--- config.mk ---
export PLATFORM = sky130hd
export DESIGN_NAME = fifo_wptr_full
export DESIGN_NICKNAME = d
export VERILOG_FILES = /design/src/rtl/fifo_wptr_full.sv
export SDC_FILE = /design/constraint.sdc
export NUM_CORES = 1
export LEC_CHECK = 0
export CAP_MARGIN = 20
export CORE_MARGIN = 1
export CORE_UTILIZATION = 30
export CTS_BUF_LIST = sky130_fd_sc_hd__clkbuf_4
export DETAILED_ROUTE_END_ITERATION = 10
export HOLD_SLACK_MARGIN = 0.06
export PLACE_DENSITY_LB_ADDON = 0.2
export SLEW_MARGIN = 25
export SYNTH_ARGS = -nofsm -noshare
export SYNTH_HDL_FRONTEND = slang
export SYNTH_SLANG_ARGS = --single-unit
--- constraint.sdc ---
create_clock -name src_clk -period 6.9 [get_ports src_clk]
set_input_delay 1.035 -clock src_clk [delete_from_list [all_inputs] [get_ports src_clk]]
set_output_delay 1.035 -clock src_clk [all_outputs]
set_load 0.005 [all_outputs]
--- src/rtl/fifo_wptr_full.sv ---
// Write-side pointer and flag logic for an asynchronous FIFO.
// Tracks the write pointer in binary and Gray, and derives full, almost-full, level and overflow from the synchronized read pointer.
module fifo_wptr_full #(
  parameter int ASIZE        = 4,
  parameter int AFULL_THRESH = 12
) (
  input  logic             src_clk,
  input  logic             src_rst_n,
  input  logic             wr_en,
  input  logic [ASIZE:0]   rptr_sync,
  input  logic             ovf_clr,
  output logic             wr_accept,
  output logic [ASIZE-1:0] waddr,
  output logic [ASIZE:0]   wptr,
  output logic             full,
  output logic             almost_full,
  output logic [ASIZE:0]   wr_level,
  output logic             overflow
);

  localparam logic [ASIZE:0] AFULL_LVL = (ASIZE+1)'(AFULL_THRESH);

  logic [ASIZE:0] wbin;
  logic [ASIZE:0] wbin_next;
  logic [ASIZE:0] wgray_next;
  logic [ASIZE:0] rbin;
  logic [ASIZE:0] level_next;
  logic [ASIZE:0] full_ptr;

  assign wr_accept  = wr_en & ~full;
  assign wbin_next  = wbin + {{ASIZE{1'b0}}, wr_accept};
  assign wgray_next = wbin_next ^ (wbin_next >> 1);
  assign waddr      = wbin[ASIZE-1:0];

  // Full when the next write pointer has lapped the read pointer by exactly one FIFO depth.
  assign full_ptr   = {~rptr_sync[ASIZE:ASIZE-1], rptr_sync[ASIZE-2:0]};

  always_comb begin
    rbin = '0;
    for (int i = 0; i <= ASIZE; i++) begin
      rbin[i] = ^(rptr_sync >> i);
    end
  end

  assign level_next = wbin_next - rbin;

  always_ff @(posedge src_clk or negedge src_rst_n) begin
    if (!src_rst_n) begin
      wbin        <= '0;
      wptr        <= '0;
      full        <= 1'b0;
      almost_full <= 1'b0;
      wr_level    <= '0;
      overflow    <= 1'b0;
    end else begin
      wbin        <= wbin_next;
      wptr        <= wgray_next;
      full        <= (wgray_next == full_ptr);
      almost_full <= (level_next >= AFULL_LVL);
      wr_level    <= level_next;
      // A write attempt while full takes priority over a simultaneous clear.
      if (wr_en && full) begin
        overflow <= 1'b1;
      end else if (ovf_clr) begin
        overflow <= 1'b0;
      end
    end
  end

endmodule

# After elaboration in Yosys (flattened, before gate mapping)
# Cells that the tools add are included.
[word_totals] ff_bits=18 inputBits=9 out_inout_bits=18 elab_cells=23
[op_classes] n_addsub=2 magnitude_cmp=1 eq_ne=1 n_mux=2 bitwise=4 reduce_logical=7
[op_table] operator="$reduce_xor A5 Y1" count=5
[op_table] operator="$add A5 B1 Y5" count=1
[op_table] operator="$eq A5 B5 Y1" count=1
[op_table] operator="$ge A5 B4 Y1 const B" count=1
[op_table] operator="$sub A5 B5 Y5" count=1
[op_table] operator="$xor A5 B4 Y5" count=1
[op_table] operator="$mux W1" count=2
[op_table] operator="$not A2 Y2" count=1
[op_table] operator="$reduce_bool A2 Y1" count=1
[op_table] operator="$and A1 B1 Y1" count=1
[op_table] operator="$logic_and A1 B1 Y1" count=1
[op_table] operator="$not A1 Y1" count=1

# Longest topological paths before layout
# Gate-level depths: netlist (run 1).
[depth] word_depth=5 depth_mapped=11 depth_no_buf=11

# Worst setup path after synthesis (run 1)
# OpenSTA, ideal clock, no wires.
[synth_timing] kind="input to register" from="input rptr_sync[4]" to="register almost_full" setup_ps=64 arrival_ps=3004 required_time_ps=6836 path_slack_ps=3832 stages=10 path_buffers=0 cell_sequence="xor2_1 > inv_2 > xnor2_2 > xnor2_1 > ha_1 > inv_1 > maj3_2 > or4b_1 > o311ai_1 > a21o_1"
[synth_between] elab_chain_len=3 word_cells_on_any_way=7 cone_classes="1 x add/sub; 1 x order compare; 5 x reduce/logical"
[synth_lines] element="start: declaration" line="10" rtl="input logic [ASIZE:0] rptr_sync,"
[synth_lines] element="$reduce_xor A5 Y1" line="41" rtl="rbin[i] = ^(rptr_sync >> i);"
[synth_lines] element="$sub A5 B5 Y5 (*)" line="45" rtl="assign level_next = wbin_next - rbin;"
[synth_lines] element="$ge A5 B4 Y1 (*)" line="59" rtl="almost_full <= (level_next >= AFULL_LVL);"
[synth_lines] element="end signal: assignment" line="59"
[synth_lines] element="end: declaration" line="16" rtl="output logic almost_full,"
# Mark *: on every way between the ends. The rest lies on a longest branch, timed or not.
# A chain may end at the register's enable or synchronous reset.

# Final worst setup path (run 1)
[layout_timing] from="input rptr_sync[3]" to="register almost_full"
# Same word-level chain as after synthesis.

==> impl_metrics.ini, run 1 <==
[cts]
cts_sinks = 17
cts_buffers = 3
clockRootBuffer = clkbuf_4
htreeDepth = 1
clockBufferDepth = 2
worstSkewPairLatency_ns = 0.29
ctsResizeCount = 0
ctsHoldBuffers = 0
cts_tree = done
cts_setup_buffers = 0
clk_pin_slew_ns = 0.09

[detailed_routing]
drt_iter0_markers = 8
wl_met1_um = 787
drc_errors = 4
drt_wl_total_mm = 1.617
ant_nets = 0
route.met2.wl_um = 724
topRoutingLayerUsed = met4
viasPerCell = 4.723
dr_wl_met3_um = 94
dr_total_vias = 647
dr.pass1.iters = 7
wl_per_cell_um = 11.80

[finish]
seq_area_sq_um = 425.4
area_growth_pct = 35.47
multi_input_area_sq_um = 457.9
layout.nets = 122
fin_cells = 137
antenna_cells = 0
fillers = 289
drive_gt1_share_pct = 8.491

[setup_path]
cpPeakStageDelay_ns = 0.52
cp_max_fo = 4
crit_required_ns = 7.13
crit_path_start_kind = input port
cp_slowest_cell = clkdlybuf4s50_1
worstSetupPathType = in -> reg
end_kind = register
crit_path_cell_trace = clkdlybuf4s50_1 > xor2_1 > inv_2 > xnor2_2 > xnor2_1 > ha_1 > inv_1 > maj3_2 > or4b_1 > o311ai_1 > a21o_1
worstPathArrival_ns = 3.74

[global_routing]
grt_max_degree = 18
grt_pass1_vias = 621
grt_antenna_before_repair = 0
grt.total_usage_pct = 11.02
grt_first_pass_wirelength_mm = 2.725
overflow = 0

[yosys]
yosysTopAreaCell = dfrtp_1
yosysMostFrequentCell = dfrtp_1
synth_edf_count = 0
syn_nets = 92
synth-seq-cells = 17
syn_inst = 77
synthesis.area_sq_um = 917.1
synth_flop_cell = dfrtp_1
yosys-top-cells-count = 17 x dfrtp_1, 13 x xnor2_1, 7 x inv_1, 7 x xor2_1, 6 x ha_1
synth_top_area_share_pct = 46.38
ys_types = 26
seq_area_frac_synth_pct = 46.38
synth.area.top_cells = dfrtp_1 46%, xnor2_1 12%, ha_1 8.2%
syn_avg_cell_area_sq_um = 11.91
async_flop_share_pct = 100.0
yosys_warnings = 0

[die]
start_util_pct = 32.42
die-width_um = 57.29
rows = 19
floorplan.die_area_sq_um = 3282
core_area_sq_um = 2829
ios = 27
die_h_um = 57.29

[pwr]
p_clk_share_pct = 8.5
p_leak_uw = 0.0005183
comb_power_share_pct = 64.0
p_sw_uw = 244.1
p_per_area_nw_per_um2 = 524.8
internal_power_uw = 408.0
sw_frac_of_total_pct = 37.43
max-vdd-ir-drop_mv = 0.1717
seqPwrFrac_pct = 27.5

[sta]
drv_slew = 0
hold_viol_final = 0
fin_tns_setup_ns = 0
slew_headroom_pct = 49.72
fmax_ghz = 0.2846
worst_pin_slew_ns = 0.7518
finClkSkew_ns = 0.005659
rsz0062_at_grt = no
setup_violations = 0
finalCriticalPeriod_ns = 3.513
fin_crit_sh_pct = 50.92

[place]
port_buffers = 26
gp_congestion = 0.7825
dp_cells = 133
dp_hpwl_mm = 1.270

[outcome]
status = finished with violations
violations = design-rule violations

[hold_path]
hp-class = reg -> reg

[run]
maxCapViolCount = 0
per-stage QoR:
step	total power [uW]	hold WS [ns]	worst slack (ns)	cell area, sq um	util, %
after global routing	710.8	0.5615	3.250	1242	43.92
after CTS	662.4	0.5425	3.380	1242	43.92
after detailed placement	602.5	0.5185	3.097	1212	42.86
final	652.1	0.5353	3.387	1242	43.92
after global placement	600.7	0.5155	3.125	1212	42.86
after floorplan	445.9	0.4941	3.832	917.1	-
final timing paths:
path	depth (start not counted)	startpoint	to	slack (ns)
setup / recovery	11	rptr_sync[3]	almost_full	3.39
hold / removal	2	overflow	overflow	0.54
setup reg to reg	9	full	almost_full	4.39
hold reg to reg	2	overflow	overflow	0.54
max in group asynchronous	1	src_rst_n	wr_level[3]	5.24
min in group asynchronous	1	src_rst_n	wbin[1]	1.18
per-layer routing:
layer,up-vias,global-route usage (%)
li1,318,-
met1,309,13.73
met2,18,17.48
met3,2,4.762
met4,0,3.136
met5,-,0
power by group through the flow:
stage | clock network, uW | logic [uW] | registers (uW)
after CTS | 59.0 | 423 | 180
final | 55.7 | 417 | 179
after global routing | 61.8 | 464 | 185
after global placement | 0 | 420 | 181
after detailed placement | 0 | 421 | 182
after floorplan | 0 | 259 | 187
state kept, by name (all words and copies together), names as in the netlist:
| signal | flops |
|---|---|
| full | 1 |
| wr_level | 5 |
| almost_full | 1 |
| wbin | 5 |
| overflow | 1 |
| wptr | 4 |
kinds of logic (layout without fill, tap and decap cells):
logic type	Yosys count	after routing	share of synthesized area, %
AND/OR/NAND/NOR	9	9	6.002
AO/OA/AOI/OAI	12	12	8.869
flip-flops	17	17	46.38
buffers and inverters	9	38	3.683
adder cells (fa/ha/maj)	7	7	9.413
XOR/XNOR	23	23	25.65
worst max-delay path: cells and delay by family:
family | cells | cell delay, ns
AOI/OAI and AO/OA | 2 | 0.25
xor gates and xnor gates | 3 | 0.79
adders and majority gates | 2 | 0.51
buffers and inverters | 3 | 0.69
and+or+nand+nor | 1 | 0.47
layout make-up:
class / count / share of cell area, %
Tap cell: 31 / 3.122
Inverter: 8 / 2.417
Clock buffer: 4 / 2.417
Multi-Input combinational cell: 51 / 36.86
Sequential cell: 17 / 34.24
Timing Repair Buffer: 26 / 20.95
cell usage in the layout (no fill, tap or decap), drive strengths merged:
cell	count
a2111oi	1
dfrtp	17
nand3	3
a211oi	1
o311ai	2
nor2b	1
or3	1
inv	8
o211ai	1
ha	6
a21o	1
clkbuf	4
xnor2	16
nor2	1
maj3	1
xor2	7
a21oi	3
o21bai	1
o21ai	2
clkdlybuf4s50	26
nor4bb	1
or4b	1
nand2	1
Note: power is estimated with default switching activity, not from simulation.
==> run 2, diff against run 1 <==
==> constraint.sdc (replaced) <==
create_clock -name src_clk -period 3.3 [get_ports src_clk]
set_input_delay 0.495 -clock src_clk [delete_from_list [all_inputs] [get_ports src_clk]]
set_output_delay 0.495 -clock src_clk [all_outputs]
set_load 0.005 [all_outputs]
==> run 2 against run 1 <==
The flow still finishes with violations (design-rule violations); sequential power increased by 110%; global-route usage increased by 0.75 points; clock power increased by 110%; die area unchanged; critical endpoint unchanged; largest power group unchanged.
==> impl_metrics.ini, run 2 (synthesis gave the netlist of run 1 again) <==
[sta]
fin_crit_sh_pct = 86.95
fin_tns_setup_ns = 0
setup_violations = 0
fmax_ghz = 0.3485
worst_slack_ns = 0.4308
worst_pin_slew_ns = 0.7770
drv_slew = 0
slew_headroom_pct = 48.04
rsz0062_at_grt = no
finClkSkew_ns = 0.006378
hold_viol_final = 0
finalCriticalPeriod_ns = 2.869

[die]
start_util_pct = 32.42
floorplan.die_area_sq_um = 3282
die-width_um = 57.29
die_h_um = 57.29
core_area_sq_um = 2829
ios = 27
rows = 19

[cts]
cts_setup_buffers = 0
cts_buffers = 3
cts_tree = done
clockRootBuffer = clkbuf_4
ctsHoldBuffers = 0
worstSkewPairLatency_ns = 0.29
clockBufferDepth = 2
cts_sinks = 17
ctsResizeCount = 0
clk_pin_slew_ns = 0.10
htreeDepth = 1

[global_routing]
grt_pass1_vias = 633
grt.total_usage_pct = 11.77
grt_max_degree = 18
grt_first_pass_wirelength_mm = 2.904
grt_antenna_before_repair = 0
overflow = 0

[detailed_routing]
dr_total_vias = 648
dr.pass1.iters = 9
drc_errors = 2
wl_per_cell_um = 12.40
viasPerCell = 4.696
ant_nets = 0
drt_wl_total_mm = 1.711
drt_iter0_markers = 15

[pwr]
comb_power_share_pct = 64.2
internal_power_uw = 855.0
sw_frac_of_total_pct = 37.96
p_leak_uw = 0.0005231
p_sw_uw = 523.2
max-vdd-ir-drop_mv = 0.4309
p_per_area_nw_per_um2 = 1103
p_clk_share_pct = 8.6
seqPwrFrac_pct = 27.2

[place]
port_buffers = 26
pre_cts_ws_ns = 0.1722
gp_congestion = 0.7954
dp_hpwl_mm = 1.306

[finish]
top_regs = wbin x5, wr_level x5, wptr x4
antenna_cells = 0
mostFrequentLayoutCell = clkdlybuf4s50_1
final_cell_mix = 26 x clkdlybuf4s50_1, 17 x dfrtp_1, 13 x xnor2_1
area_growth_pct = 36.29
layout.nets = 123
drive_gt1_share_pct = 9.346

[outcome]
status = finished with violations
violations = design-rule violations

[setup_path]
end_kind = register
cp_max_fo = 4
crit_required_ns = 3.53
crit_path_start_kind = input port
worstPathArrival_ns = 3.10
worstSetupPathType = in -> reg

[run]
maxCapViolCount = 0

[hold_path]
hp-class = reg -> reg
## run 2: cell count changes in the layout (fill, tap and decap cells not counted)
cell	before	now
buf_4	0	1
## run 2: final timing paths
path | to | slack [ns] | cells after the start | from
min in group asynchronous | overflow | 0.65 | 1 | src_rst_n
worst max-delay path | almost_full | 0.43 | 11 | rptr_sync[3]
max in group asynchronous | wr_level[3] | 2.16 | 1 | src_rst_n
worst min register to register | overflow | 0.53 | 2 | overflow
worst min-delay path | overflow | 0.53 | 2 | overflow
worst max register to register | almost_full | 0.79 | 9 | full
## run 2: area by class of cell
cell class	count	area, sq um
tap	31	38.79
sequential	17	425.4
multi-input combinational	51	457.9
fill	275	1579
inverter	8	30.03
timing repair buffer	27	267.8
clock buffer	4	30.03
## run 2: worst max-delay path: stages
cell,delay (ns)
clkdlybuf4s50_1,0.51
xor2_1,0.23
inv_2,0.08
xnor2_2,0.30
xnor2_1,0.16
ha_1,0.21
inv_1,0.07
maj3_2,0.30
or4b_1,0.48
o311ai_1,0.10
a21o_1,0.15
## run 2: power by group through the flow
stage          logic (uW)  clock network (uW)  registers [uW]
2_1_floorplan         541                   0             391
3_3_place_gp          880                   0             377
3_5_place_dp          881                   0             381
4_1_cts               891                 126             377
5_1_grt               982                 133             385
6_report              885                 119             374
## run 2: metrics by stage
| stage | hold slack (ns) | power [uW] | util, % | area, sq um | std cells |
|---|---|---|---|---|---|
| final | 0.5274 | 1378 | 44.18 | 1250 | 138 |
| after global routing | 0.5701 | 1499 | 44.18 | 1250 | 138 |
| after CTS | 0.5369 | 1394 | 44.18 | 1250 | 138 |
| after detailed placement | 0.5203 | 1262 | 43.12 | 1220 | 134 |
| after global placement | 0.5162 | 1257 | 43.12 | 1220 | 134 |
| after floorplan | 0.1994 | 932.4 | - | 917.1 | 77 |
## run 2: per-layer routing
| metal | track usage [%] | wire (um) | vias to the layer above | part of all wire (%) |
|---|---|---|---|---|
| met5 | 0 | 0 | - | 0 |
| met4 | 3.136 | 19 | 0 | 1.1 |
| met3 | 4.989 | 97 | 2 | 5.7 |
| met2 | 16.81 | 765 | 20 | 45 |
| met1 | 16.38 | 829 | 303 | 48 |
| li1 | - | - | 323 | - |
==> run 3, diff against run 2 <==
--- a/config.mk
+++ b/config.mk
@@ -6,12 +6,13 @@
 export NUM_CORES = 1
 export LEC_CHECK = 0
 export CAP_MARGIN = 20
-export CORE_MARGIN = 1
+export CORE_MARGIN = 3
 export CORE_UTILIZATION = 30
 export CTS_BUF_LIST = sky130_fd_sc_hd__clkbuf_4
 export DETAILED_ROUTE_END_ITERATION = 10
 export HOLD_SLACK_MARGIN = 0.06
 export PLACE_DENSITY_LB_ADDON = 0.2
+export SETUP_SLACK_MARGIN = 0.15
 export SLEW_MARGIN = 25
 export SYNTH_ARGS = -nofsm -noshare
 export SYNTH_HDL_FRONTEND = slang
==> run 3 against run 2 <==
The flow now finishes without violations; design area decreased by 0.20%; register-to-register slack got worse by 0.03 ns; first-iteration DRC count decreased by 80%; largest cell class unchanged; largest power group unchanged.
==> impl_metrics.ini, run 3 (synthesis gave the netlist of run 1 again) <==
[pwr]
p_per_area_nw_per_um2 = 1096
max-vdd-ir-drop_mv = 0.3592
p_leak_uw = 0.0005224

[global_routing]
grt_first_pass_wirelength_mm = 2.925
grt_max_degree = 18
grt.total_usage_pct = 10.57
grt_antenna_before_repair = 0
overflow = 0
grt_pass1_vias = 674

[sta]
fin_crit_sh_pct = 87.12
whs_ns = 0.5405
fmax_ghz = 0.3478
rsz0062_at_grt = no
finalCriticalPeriod_ns = 2.875
finClkSkew_ns = 0.007153
slew_headroom_pct = 51.19
hold_viol_final = 0
drv_slew = 0
fin_tns_setup_ns = 0
setup_violations = 0
worst_pin_slew_ns = 0.7299

[die]
core_area_sq_um = 2829
rows = 19
die-width_um = 61.29
start_util_pct = 32.42
die_h_um = 61.29
floorplan.die_area_sq_um = 3756
ios = 27

[outcome]
status = finished clean

[setup_path]
crit_path_cell_trace = clkdlybuf4s50_1 > xor2_1 > inv_2 > xnor2_2 > xnor2_1 > ha_1 > inv_1 > maj3_2 > or4b_1 > o311ai_1 > a21o_1
crit_required_ns = 3.52
critPathTopFamily = buffers and inverters
end_kind = register
worst-path-stages = 11
worstSetupPathType = in -> reg
critical_path_buf_inv_count = 3
ff2ff_setup_slack_ns = 0.76
cp_slowest_cell = clkdlybuf4s50_1
worstRegToRegCells = 10
crit_path_start_kind = input port
cpPeakStageDelay_ns = 0.52
cp_max_fo = 4
worstPathArrival_ns = 3.10

[hold_path]
min_delay_path_depth = 2
hp-class = reg -> reg

[finish]
antenna_cells = 0
final_cell_mix = 26 x clkdlybuf4s50_1, 17 x dfrtp_1, 13 x xnor2_1
drive_gt1_share_pct = 9.346
area_growth_pct = 36.02
fin_util_pct = 44.10
mostFrequentLayoutCell = clkdlybuf4s50_1
layout.nets = 123
top_regs = wbin x5, wr_level x5, wptr x4

[cts]
clockBufferDepth = 2
ctsResizeCount = 0
worstSkewPairLatency_ns = 0.28
cts_setup_buffers = 0
ctsHoldBuffers = 0
cts_tree = done
clk_pin_slew_ns = 0.10
cts_buffers = 3
clockRootBuffer = clkbuf_4
htreeDepth = 1
cts_sinks = 17

[detailed_routing]
viasPerCell = 4.652
drc_errors = 0
ant_nets = 0
dr_total_vias = 642
drt_iter0_markers = 3
wl_per_cell_um = 12.43
dr.pass1.iters = 3
drt_wl_total_mm = 1.716

[run]
maxCapViolCount = 0

[place]
gp_congestion = 0.7839
port_buffers = 26
dp_hpwl_mm = 1.320
## run 3: cell types whose count changed in the layout (fill, tap and decap cells not counted), sizes merged
cell    change
clkbuf      -1
clkinv      +1
## run 3: worst min-delay path, delay by kind of cell (launching register included)
| family | cells | cell delay (ns) |
|---|---|---|
| AO/OA/AOI/OAI | 1 | 0.06 |
| buffers and inverters | 1 | 0.05 |
| flip-flops | 1 | 0.39 |
## run 3: area by class of cell
type | instances | area [sq um]
clock inverter | 1 | 5.005
multi-input combinational | 51 | 457.9
tap | 31 | 38.79
timing repair buffer | 27 | 267.8
fill | 266 | 1582
clock buffer | 3 | 22.52
sequential | 17 | 425.4
inverter | 8 | 30.03
## run 3: worst paths after layout
check                             startpoint          end
worst max-delay path            rptr_sync[3]  almost_full
worst min-delay path                overflow     overflow
worst max register to register          full  almost_full
worst min register to register      overflow     overflow
max in group asynchronous          src_rst_n  wr_level[3]
min in group asynchronous          src_rst_n     overflow
## run 3: metal layers
| layer | part of all wire (%) | track usage (%) | vias to the layer above |
|---|---|---|---|
| met4 | 1.2 | 4.644 | 0 |
| met2 | 44 | 17.07 | 16 |
| met3 | 6.9 | 2.516 | 2 |
| met5 | 0 | 0 | - |
| met1 | 48 | 13.43 | 298 |
| li1 | - | - | 326 |
## run 3: per-stage QoR
stage	total power [uW]	setup WS, ns	instances	instance area, sq um
after floorplan	932.4	0.7718	77	917.1
after global placement	1256	0.1456	134	1220
after detailed placement	1259	0.1554	134	1220
after CTS	1383	0.4164	138	1247
after global routing	1505	0.2324	138	1247
final	1368	0.4251	138	1247
## run 3: power by group
part / leakage, uW / internal (uW) / switching (uW) / total [uW]
combinational: 0.000302 / 477 / 406 / 883
sequential: 0.000202 / 324 / 50.6 / 375
clock: 0.0000177 / 44.9 / 64.6 / 110
